### config.mk
export PLATFORM = sky130hd
export DESIGN_NAME = trace_sequencer
export DESIGN_NICKNAME = d
export VERILOG_FILES = /design/src/rtl/trace_sequencer_pkg.sv /design/src/rtl/trace_watchdog.sv /design/src/rtl/trace_sequencer.sv
export SDC_FILE = /design/constraint.sdc
export NUM_CORES = 1
export LEC_CHECK = 0
export CORE_MARGIN = 1.5
export CORE_UTILIZATION = 40
export DETAILED_ROUTE_END_ITERATION = 12
export PLACE_DENSITY = 0.76
export SETUP_SLACK_MARGIN = 0.15
export SLEW_MARGIN = 15
export SYNTH_ARGS = -nofsm -noshare
export SYNTH_HDL_FRONTEND = slang
export SYNTH_SLANG_ARGS = --single-unit
### constraint.sdc
create_clock -name clk -period 6.65 [get_ports clk]
set_input_delay 1.995 -clock clk [delete_from_list [all_inputs] [get_ports clk]]
set_output_delay 1.995 -clock clk [all_outputs]
set_load 0.01 [all_outputs]
### src/rtl/trace_sequencer_pkg.sv
// trace_sequencer_pkg: shared raybox frame/column parameters and sequencer state encoding.
package trace_sequencer_pkg;

   localparam int RB_COLS     = 640;
   localparam int RB_COL_W    = 10;
   localparam int RB_HEIGHT_W = 9;

   typedef enum logic [1:0] {
      ST_IDLE  = 2'd0,
      ST_ISSUE = 2'd1,
      ST_WAIT  = 2'd2,
      ST_WRITE = 2'd3
   } state_e;

   function automatic logic [7:0] sat_inc8(input logic [7:0] v);
      return (v == 8'hFF) ? v : v + 8'd1;
   endfunction

endpackage

### src/rtl/trace_watchdog.sv
// trace_watchdog: per-column wait timer; expire_o flags the last permitted wait cycle.
module trace_watchdog #(
   parameter  int TIMEOUT = 255,
   localparam int TW      = $clog2(TIMEOUT + 1)
) (
   input  logic clk,
   input  logic reset,
   input  logic clear_i,
   input  logic en_i,
   output logic expire_o
);

   logic [TW-1:0] timer_q;
   logic [TW-1:0] timer_d;

   assign expire_o = en_i && (timer_q == TW'(TIMEOUT - 1));
   assign timer_d  = clear_i ? '0 : (en_i && !expire_o) ? timer_q + 1'b1 : timer_q;

   always_ff @(posedge clk or posedge reset) begin
      if (reset) timer_q <= '0;
      else       timer_q <= timer_d;
   end

endmodule

### src/rtl/trace_sequencer.sv
// trace_sequencer: per-frame column scheduler; issues one trace per column and writes
// the returned wall height (or FAIL_HEIGHT on timeout) into the column buffer.
module trace_sequencer
   import trace_sequencer_pkg::*;
#(
   parameter int                    COLS        = RB_COLS,
   parameter int                    COL_W       = RB_COL_W,
   parameter int                    HEIGHT_W    = RB_HEIGHT_W,
   parameter int                    TIMEOUT     = 255,
   parameter logic [HEIGHT_W-1:0]   FAIL_HEIGHT = '0
) (
   input  logic                clk,
   input  logic                reset,
   input  logic                enable,
   input  logic                frame_start,
   output logic                trace_start,
   output logic [COL_W-1:0]    trace_col,
   input  logic                trace_done,
   input  logic [HEIGHT_W-1:0] trace_height,
   output logic                wr_en,
   output logic [COL_W-1:0]    wr_addr,
   output logic [HEIGHT_W-1:0] wr_data,
   output logic                busy,
   output logic                frame_done,
   output logic                overrun,
   output logic [7:0]          timeout_count
);

   state_e           state_q;
   logic [COL_W-1:0] col_q;
   logic [COL_W-1:0] col_d;
   logic             last;
   logic             expire;

   assign last  = (col_q == COL_W'(COLS - 1));
   assign col_d = last ? '0 : col_q + 1'b1;

   trace_watchdog #(.TIMEOUT(TIMEOUT)) u_watchdog (
      .clk      (clk),
      .reset    (reset),
      .clear_i  (state_q == ST_ISSUE),
      .en_i     (state_q == ST_WAIT),
      .expire_o (expire)
   );

   // Outputs are set on entry to the state they belong to, so each is a plain flop.
   always_ff @(posedge clk or posedge reset) begin
      if (reset) begin
         state_q       <= ST_IDLE;
         col_q         <= '0;
         trace_start   <= 1'b0;
         trace_col     <= '0;
         wr_en         <= 1'b0;
         wr_addr       <= '0;
         wr_data       <= '0;
         busy          <= 1'b0;
         frame_done    <= 1'b0;
         overrun       <= 1'b0;
         timeout_count <= '0;
      end else begin
         trace_start <= 1'b0;
         wr_en       <= 1'b0;
         frame_done  <= 1'b0;
         if (frame_start && state_q != ST_IDLE) overrun <= 1'b1;
         case (state_q)
            ST_IDLE: begin
               if (frame_start && enable) begin
                  state_q     <= ST_ISSUE;
                  col_q       <= '0;
                  trace_start <= 1'b1;
                  trace_col   <= '0;
                  busy        <= 1'b1;
               end
            end
            ST_ISSUE: state_q <= ST_WAIT;
            ST_WAIT: begin
               if (trace_done || expire) begin
                  state_q    <= ST_WRITE;
                  wr_en      <= 1'b1;
                  wr_addr    <= col_q;
                  wr_data    <= trace_done ? trace_height : FAIL_HEIGHT;
                  frame_done <= last;
                  if (!trace_done) timeout_count <= sat_inc8(timeout_count);
               end
            end
            ST_WRITE: begin
               col_q       <= col_d;
               state_q     <= last ? ST_IDLE : ST_ISSUE;
               trace_start <= !last;
               busy        <= !last;
               if (!last) trace_col <= col_d;
            end
            default: state_q <= ST_IDLE;
         endcase
      end
   end

endmodule

==> results of run 1 <==
## power breakdown
| part | leakage [nW] | internal, mW | switching (mW) |
|---|---|---|---|
| sequential | 0.825 | 0.457 | 0.0617 |
| combinational | 0.834 | 0.230 | 0.217 |
| clock | 0.0861 | 0.144 | 0.139 |
| total | 1.74 | 0.830 | 0.417 |
## synth_stat cells (4+ instances only)
cell     instances
a21o_1          16
a21oi_1          9
a22o_1          11
a31oi_1          4
dfrtp_1         62
ha_1             9
inv_1           12
mux2_2          12
nand2_1         12
nand3_1          4
nand4_1          4
nor2_1          11
nor3_1           4
o21ai_0          6
o31ai_1          4
xor2_1          10
## routing by layer
layer  GRT usage  vias to the layer above  share of wire
met2       0.273                       50           0.48
li1            -                     1000              -
met3      0.0597                        6          0.045
met4      0.0664                        0          0.014
met1       0.203                      998           0.46
met5           0                        -              0
## state kept, by name, indices dropped and copies added (netlist names)
register,flops
wr_data,9
col_q,10
trace_start,1
busy,1
trace_col,10
u_watchdog.timer_q,8
wr_en,1
wr_addr,10
timeout_count,8
state_q,2
overrun,1
frame_done,1
## final cells by class
type	count	area, sq um	area share
multi-input cells	160	1210	0.330
flip-flops and latches	62	1550	0.423
inverters	12	45.0	0.0123
well taps	96	120	0.0327
clock inverters	4	22.5	0.00614
repair buffers	58	573	0.156
clock buffers	12	145	0.0395
## layout by cell type (no fill, tap or decap), types with 2 or more instances in the layout
cell type and instances:
o211ai_1 2, nand2_1 12, clkdlybuf4s50_1 55, nor3_1 4
inv_1 11, a21oi_1 9, dfrtp_1 62, xor2_1 10
a22o_1 11, ha_1 9, o21ai_0 6, nand3_2 2
nand3_1 4, and3_1 3, mux2_2 12, or3_1 2
clkbuf_1 2, nand4_1 4, a21boi_0 2, a31oi_1 4
clkinv_2 3, o31ai_1 4, nor2_1 11, or4_1 3
o21a_1 2, clkbuf_8 10, nor4b_1 2, buf_4 3
a21o_1 16, nor4_1 2, and2_1 3, nand2b_1 2
xnor2_1 3
## final timing paths
path                                    endpoint
worst max-delay path                trace_col[6]
worst min-delay path                     overrun
worst max register to register        wr_addr[9]
worst min register to register           overrun
max in group asynchronous       timeout_count[0]
min in group asynchronous             frame_done
## through the flow
stage / instances / power (mW) / instance area (sq um)
finish: 404 / 1.25 / 3670
global route: 404 / 1.33 / 3670
CTS: 404 / 1.26 / 3670
detailed placement: 388 / 0.973 / 3500
global placement: 388 / 0.962 / 3500
floorplan: 241 / 0.789 / 2840
## worst max-delay path, stage by stage
cell,delay [ps]
clkdlybuf4s50_1,470
nand3_1,130
a21boi_0,180
buf_4,230
a21o_1,390
mux2i_1,230
## logic make-up (layout without fill, tap and decap cells)
family / count (synthesis) / after routing / synth area share
compound gates: 64 / 64 / 0.169
flops: 62 / 62 / 0.547
simple gates: 61 / 61 / 0.126
buf+inv: 19 / 86 / 0.0273
xor+xnor: 13 / 13 / 0.0401
mux: 13 / 13 / 0.0511
fa+ha+maj: 9 / 9 / 0.0397
==> results by group, run 1 <==
Flow run
  • Number of max-cap violations: 0

Worst hold path
  • Worst Hold Path Cells: 1
  • Hold crit path type: reg -> reg
  • Hold Path Origin: overrun

Floorplan
  • Total Die Area: around 7600 sq um
  • Die span in y: about 87 um
  • Chip width: 87.2 um
  • Row count: 30
  • IO Pins: between 50 and 60
  • Core Area: 6830 sq um
  • Starting Density: 0.415

Clock network
  • Post-CTS Hold Buffers: 0
  • Reg clk slew, reported paths: 70 ps
  • TritonCTS clock tree: yes
  • Clock sink total: 62
  • CTS Buffer Depth: 2
  • Max H-tree Level: 3
  • Clock Latency Late Sink: 330 ps
  • Number of buffers inserted by post-CTS setup repair: 0
  • Num CTS Buffers: 9
  • Root buf cell: clkbuf_8
  • CTS resizes: 0

GRT
  • Initial antenna violation count: 0
  • Vias in the first global route: 2063
  • Grt ovf: 0
  • Largest net degree at the start of global routing: 63
  • First-pass GRT wire length: 9630 um
  • GRT Util Overall: 0.168

Setup path
  • R2R Setup Slk: 4540 ps
  • Crit Path Max Fanout: 13
  • Data required, critical path: 6910 ps
  • Worst reg2reg path depth: 7
  • Crit path launch type: input pin
  • Critical path arrival: 3620 ps
  • Worst reg2reg path startpoint: u_watchdog.timer_q[0]
  • CP Class: in -> reg
  • Crit path launch: frame_start
  • CP Capture Type: register

Power and ir drop
  • Peak VDD IR: 0.197 mV
  • PD cells: 340 nW/um^2
  • Leak pwr: 1.74 nW

Placement
  • Placement Setup Slack: 2930 ps
  • HPWL Detailed: 3970 um
  • Port Buffers: 55
  • Gpl congestion: 0.834

Run status
  • Run status: finished, final reports clean

Timing
  • Rel. slew slack: 0.492
  • Setup slack after layout: 3290 ps
  • Setup Skew: 9.16 ps
  • Final Critical Period: roughly 3400 ps
  • Hold Fails Final Rpt: 0
  • RSZ-0062 raised after global routing: no
  • Slew Limit Fails: 0
  • Final Hold Slack: 467 ps
  • Setup TNS: 0 ps
  • Worst-Margin Slew: 762 ps
  • Setup violations, final: 0
  • Period Utilization, post-route: 0.505
  • Max Fclk: 298 MHz

Synthesis
  • Synth async-reset ratio: 1.00
  • EDFF count, synth: 0
  • Synth Instances: 241
  • Mapped Area: 2840 sq um
  • Ys flop type: dfrtp_1
  • Synth area leaders: dfrtp_1 (55%), mux2_2 (4.8%), a21o_1 (4.2%)
  • Seq/Total Area, Yosys: 0.547
  • Syn Area/Cell: 11.8 sq um
  • Register bit total from synthesis: 62
  • Syn_nets: approximately 260
  • Synth top area share: 0.547
  • Yosys warning total: 0
  • Post-synth top area cell: dfrtp_1
  • Post-synth cell types: 49

Drt
  • Antenna-violating nets left: 0
  • Avg WL per Cell: 14.2 um
  • DRT iter0 DRCs: 107
  • DR DRC count: 0
  • Via/cell ratio: 5.08
  • Total Routed Length: 5720 um
  • Via Count: 2054
  • TritonRoute pass-1 iters: 4

Final layout
  • FILL cells: 628
  • Ratio of cells with drive above 1 in the final layout: 0.130
  • Final design utilization: 0.537
  • # diodes: 0
  • Final net count: 326
  • Layout Area Growth over Synthesis: 29.3%
Power figures use the tool's default switching activity.
==> inputs of run 2 (changes only) <==
==> constraint.sdc (replaced) <==
create_clock -name clk -period 3.15 [get_ports clk]
set_input_delay 0.945 -clock clk [delete_from_list [all_inputs] [get_ports clk]]
set_output_delay 0.945 -clock clk [all_outputs]
set_load 0.01 [all_outputs]
==> run 2 against run 1 <==
Against the previous run: die area stayed put; non-clock buffer count unchanged; register-to-register slack worse by 3400 ps; cell area rose by 2.5%; highest routed layer unchanged.
==> results by group, run 2 (synthesis results as in run 1) <==
Clock network
  • Reg clk slew, reported paths: about 80 ps
  • Max H-tree Level: 3
  • Post-CTS Hold Buffers: 0
  • Root buf cell: clkbuf_8
  • TritonCTS clock tree: yes
  • Number of buffers inserted by post-CTS setup repair: 0
  • Clock sink total: 62
  • CTS Buffer Depth: 2
  • Num CTS Buffers: 9
  • Clock Latency Late Sink: 340 ps
  • CTS resizes: 0

Placement
  • Port Buffers: 55
  • Gpl congestion: 0.822
  • HPWL Detailed: roughly 4000 um

Final layout
  • Layout Area Growth over Synthesis: 32.5%
  • Most common cell after layout, fill and taps aside: dfrtp_1
  • Final net count: 326
  • Most frequent cells in the layout: dfrtp_1 (62), clkdlybuf4s50_1 (55), a21o_1 (16), nand2_1 (12), mux2_2 (12)
  • Regs by FF count: col_q (10), trace_col (10), wr_addr (10)
  • Ratio of cells with drive above 1 in the final layout: 0.136
  • Final design utilization: 0.551
  • FILL cells: 604
  • # diodes: 0

Drt
  • DRT iter0 DRCs: 75
  • DR DRC count: 0
  • Total Routed Length: 5750 um
  • Via Count: ~2100
  • Avg WL per Cell: approximately 14 um
  • Via/cell ratio: around 5.2
  • Antenna-violating nets left: 0
  • TritonRoute pass-1 iters: 4

Floorplan
  • IO Pins: 56
  • Core Area: 6830 sq um
  • Row count: 30
  • Chip width: 87.2 um
  • Total Die Area: 7610 sq um
  • Die span in y: 87.2 um
  • Starting Density: 0.415

GRT
  • Initial antenna violation count: 0
  • Vias in the first global route: 2157
  • Met3 usage: 0.0578
  • Largest net degree at the start of global routing: 63
  • First-pass GRT wire length: about 10000 um
  • Grt ovf: 0
  • Most Crowded Layer GR: met2
  • Met2 usage: 0.273
  • Grt met1 use: 0.213
  • GRT Util Overall: 0.169

Power and ir drop
  • Peak VDD IR: 0.362 mV
  • PD cells: 766 nW/um^2
  • Leak pwr: between 1.5 and 2 nW

Timing
  • Rel. slew slack: 0.678
  • Worst-Margin Slew: 479 ps
  • Hold Fails Final Rpt: 0
  • Slew Limit Fails: 0
  • Setup Skew: ~10 ps
  • Period Utilization, post-route: 0.721
  • Setup TNS: 0 ps
  • Max Fclk: 440 MHz
  • RSZ-0062 raised after global routing: no
  • Final Critical Period: 2270 ps
  • Setup violations, final: 0

Setup path
  • CP bufs+invs: 1
  • Critical path arrival: 1330 ps
  • Crit path launch type: register
  • CP Capture Type: output pin
  • Kind of cell adding the most delay to the critical path: buffers and inverters
  • Crit Path Max Fanout: 6
  • CP peak stage delay: 560 ps
  • Data required, critical path: 2200 ps
  • Critical path's slowest cell: clkdlybuf4s50_1
  • Crit-path cells: clkdlybuf4s50_1
  • CP Class: reg -> out

Worst hold path
  • Hold crit path type: reg -> reg

Flow run
  • Number of max-cap violations: 0

Run status
  • Run status: finished, final reports clean
## run 2: cell types whose count changed in the layout (fill, tap and decap cells not counted), sizes merged
cell / before / now
clkinv: 3 / 2
clkinvlp: 1 / 2
clkbuf: 12 / 9
bufinv: 0 / 3
## run 2: worst register-to-register path, delay by kind of cell (launching register included)
| family | cells | cell delay, ps |
|---|---|---|
| flip-flops | 1 | 460 |
| AND/OR/NAND/NOR | 2 | 580 |
| multiplexers | 1 | 230 |
| AO/OA/AOI/OAI | 1 | 440 |
| adder cells (fa/ha/maj) | 1 | 240 |
## run 2: layer usage
| metal | up-vias | wire length, um |
|---|---|---|
| li1 | 995 | - |
| met1 | 1028 | 2580 |
| met2 | 50 | 2810 |
| met3 | 8 | 281 |
| met4 | 0 | 76 |
| met5 | - | 0 |
## run 2: worst paths after layout
kind,from,to,slack (ps),cells past startpoint
worst max-delay path,timeout_count[3],timeout_count[3],880,1
worst min-delay path,overrun,overrun,470,1
worst max register to register,col_q[0],trace_col[6],1110,5
worst min register to register,overrun,overrun,470,1
max in group asynchronous,reset,wr_data[5],1890,3
min in group asynchronous,reset,frame_done,980,3
## run 2: metrics by stage
stage | worst slack, ps | hold slack, ps | std cells | power [mW] | cell area [sq um]
6_report | 878 | 469 | 404 | 2.88 | 3760
5_1_grt | 803 | 494 | 404 | 3.06 | 3760
4_1_cts | 843 | 472 | 404 | 2.93 | 3760
3_5_place_dp | 574 | 445 | 388 | 2.06 | 3510
3_3_place_gp | 610 | 444 | 388 | 2.03 | 3510
2_1_floorplan | 664 | 493 | 241 | 1.67 | 2840
## run 2: cell type report
class,instances,area [sq um],share of cell area
flip-flops and latches,62,1550,0.413
multi-input cells,160,1210,0.322
repair buffers,58,586,0.156
clock buffers,9,124,0.0329
clock inverters,7,123,0.0326
well taps,96,120,0.0319
inverters,12,45.0,0.0120
## run 2: where the power goes
group	switching (mW)	leakage (nW)	total (mW)	internal, mW
logic	0.461	0.839	0.947	0.486
registers	0.128	0.825	1.09	0.964
clock network	0.316	0.116	0.843	0.528
total	0.905	1.78	2.88	1.98
==> inputs of run 3 (changes only) <==
==> constraint.sdc (replaced) <==
create_clock -name clk -period 2.1 [get_ports clk]
set_input_delay 0.63 -clock clk [delete_from_list [all_inputs] [get_ports clk]]
set_output_delay 0.63 -clock clk [all_outputs]
set_load 0.01 [all_outputs]
==> run 3 against run 2 <==
Against the previous run: sequential share of layout area down 1.5 points; first-iteration DRC count down 25%; clock skew up 0.53 ps; cell area up 3.8%; setup slack worse by 690 ps; worst hold slack worse by 8.7 ps; critical path type unchanged; largest cell class unchanged.
==> results by group, run 3 (synthesis results as in run 1) <==
Placement
  • Placement Setup Slack: -80.8 ps
  • Port Buffers: 55
  • HPWL Detailed: 4300 um
  • Inst Count DP: between 300 and 400
  • Gpl congestion: 0.831
  • DP Area: between 3000 and 4000 sq um

Timing
  • RSZ-0062 raised after global routing: yes
  • Worst-Margin Slew: ~460 ps
  • Rel. slew slack: 0.692
  • Slew Limit Fails: 0
  • Setup TNS: 0 ps
  • Hold Fails Final Rpt: 0
  • Setup Skew: 10.7 ps
  • Max Fclk: 523 MHz
  • Period Utilization, post-route: 0.910
  • Final Hold Slack: 460 ps
  • Final Critical Period: 1910 ps
  • Setup violations, final: 0
  • Setup slack after layout: 188 ps

Drt
  • DR DRC count: 0
  • Via/cell ratio: 5.12
  • Antenna-violating nets left: 0
  • Via Count: about 2100
  • TritonRoute pass-1 iters: 4
  • Total Routed Length: 6130 um
  • DRT iter0 DRCs: 56
  • Avg WL per Cell: 14.8 um

Setup path
  • Crit path launch type: register
  • CP peak stage delay: approximately 550 ps
  • CP bufs+invs: 1
  • Crit-path cells: clkdlybuf4s50_1
  • CP Class: reg -> out
  • Critical path arrival: 1280 ps
  • Data required, critical path: 1470 ps
  • Critical path's slowest cell: clkdlybuf4s50_1
  • CP Capture Type: output pin
  • Kind of cell adding the most delay to the critical path: buffers and inverters
  • Crit Path Max Fanout: 3

Final layout
  • Final non-filler cell area: 3900 sq um
  • Filler-free cell count of the finished design: 415
  • Final design utilization: 0.571
  • Regs by FF count: col_q (10), trace_col (10), wr_addr (10)
  • Most frequent cells in the layout: dfrtp_1 (61), clkdlybuf4s50_1 (52), a21o_1 (16)
  • Final net count: 337
  • Most common cell after layout, fill and taps aside: dfrtp_1
  • FILL cells: 594
  • # diodes: 0
  • Ratio of cells with drive above 1 in the final layout: 0.188
  • Layout Area Growth over Synthesis: 37.6%

GRT
  • First-pass GRT wire length: between 10000 and 15000 um
  • Initial antenna violation count: 0
  • Vias in the first global route: ~2200
  • Largest net degree at the start of global routing: 28
  • Grt ovf: 0
  • GRT Util Overall: 0.174

Power and ir drop
  • Power Total: approximately 4.3 mW
  • PD cells: 1110 nW/um^2
  • Reg power frac: 0.378
  • Leak pwr: 1.89 nW
  • Psw: 1.39 mW
  • Switching Share: 0.322
  • Peak VDD IR: 0.583 mV
  • Combinational power share: 0.362
  • Internal: 2.93 mW
  • Clock Power Share: 0.260

Clock network
  • Max H-tree Level: 3
  • Num CTS Buffers: 9
  • Clock Latency Late Sink: between 300 and 400 ps
  • Reg clk slew, reported paths: 70 ps
  • CTS Buffer Depth: 2
  • TritonCTS clock tree: yes
  • Root buf cell: clkbuf_8
  • Clock sink total: 62

Floorplan
  • Chip width: approximately 87 um
  • Core Area: just under 7000 sq um
  • Starting Density: 0.415
  • Row count: 30
  • Total Die Area: 7610 sq um
  • IO Pins: 56
  • Die span in y: 87.2 um

Flow run
  • Number of max-cap violations: 0

Worst hold path
  • Hold crit path type: reg -> reg

Run status
  • Run status: finished, final reports clean
==> run 3: final cells by class <==
| type | count | area, sq um | share of cell area |
|---|---|---|---|
| repair buffers | 69 | 713 | 0.183 |
| multi-input cells | 160 | 1250 | 0.320 |
| inverters | 12 | 48.8 | 0.0125 |
| clock buffers | 12 | 165 | 0.0423 |
| flip-flops and latches | 62 | 1550 | 0.398 |
| clock inverters | 4 | 53.8 | 0.0138 |
| well taps | 96 | 120 | 0.0308 |
==> run 3: timing repair <==
item,4_1_cts,5_1_grt
buffers inserted,1,5
resized for setup,1,10
hold buffers,0,0
endpoints found under the setup margin,2,30
endpoints found under the hold margin,0,0
==> run 3: final timing paths <==
path                                  startpoint                to  slack [ps]  depth (start not counted)
worst max-delay path            timeout_count[7]  timeout_count[7]         190                          1
worst min-delay path                     overrun           overrun         460                          1
worst max register to register          col_q[1]      trace_col[6]         220                          6
worst min register to register           overrun           overrun         460                          1
max in group asynchronous                  reset  timeout_count[3]         970                          3
min in group asynchronous                  reset        wr_data[7]         640                          2
==> run 3: per-layer routing <==
metal,global-route usage,up-vias,share of wire
li1,-,1013,-
met1,0.212,1065,0.46
met2,0.297,41,0.50
met3,0.0464,6,0.033
met4,0.0606,0,0.012
met5,0,-,0
==> run 3: power by group through the flow <==
stage	clock, mW	sequential, mW	combinational, mW
global placement	0	1.63	1.50
floorplan	0	1.70	0.803
CTS	1.14	1.63	1.55
detailed placement	0	1.65	1.55
global route	1.21	1.66	1.70
finish	1.12	1.63	1.56
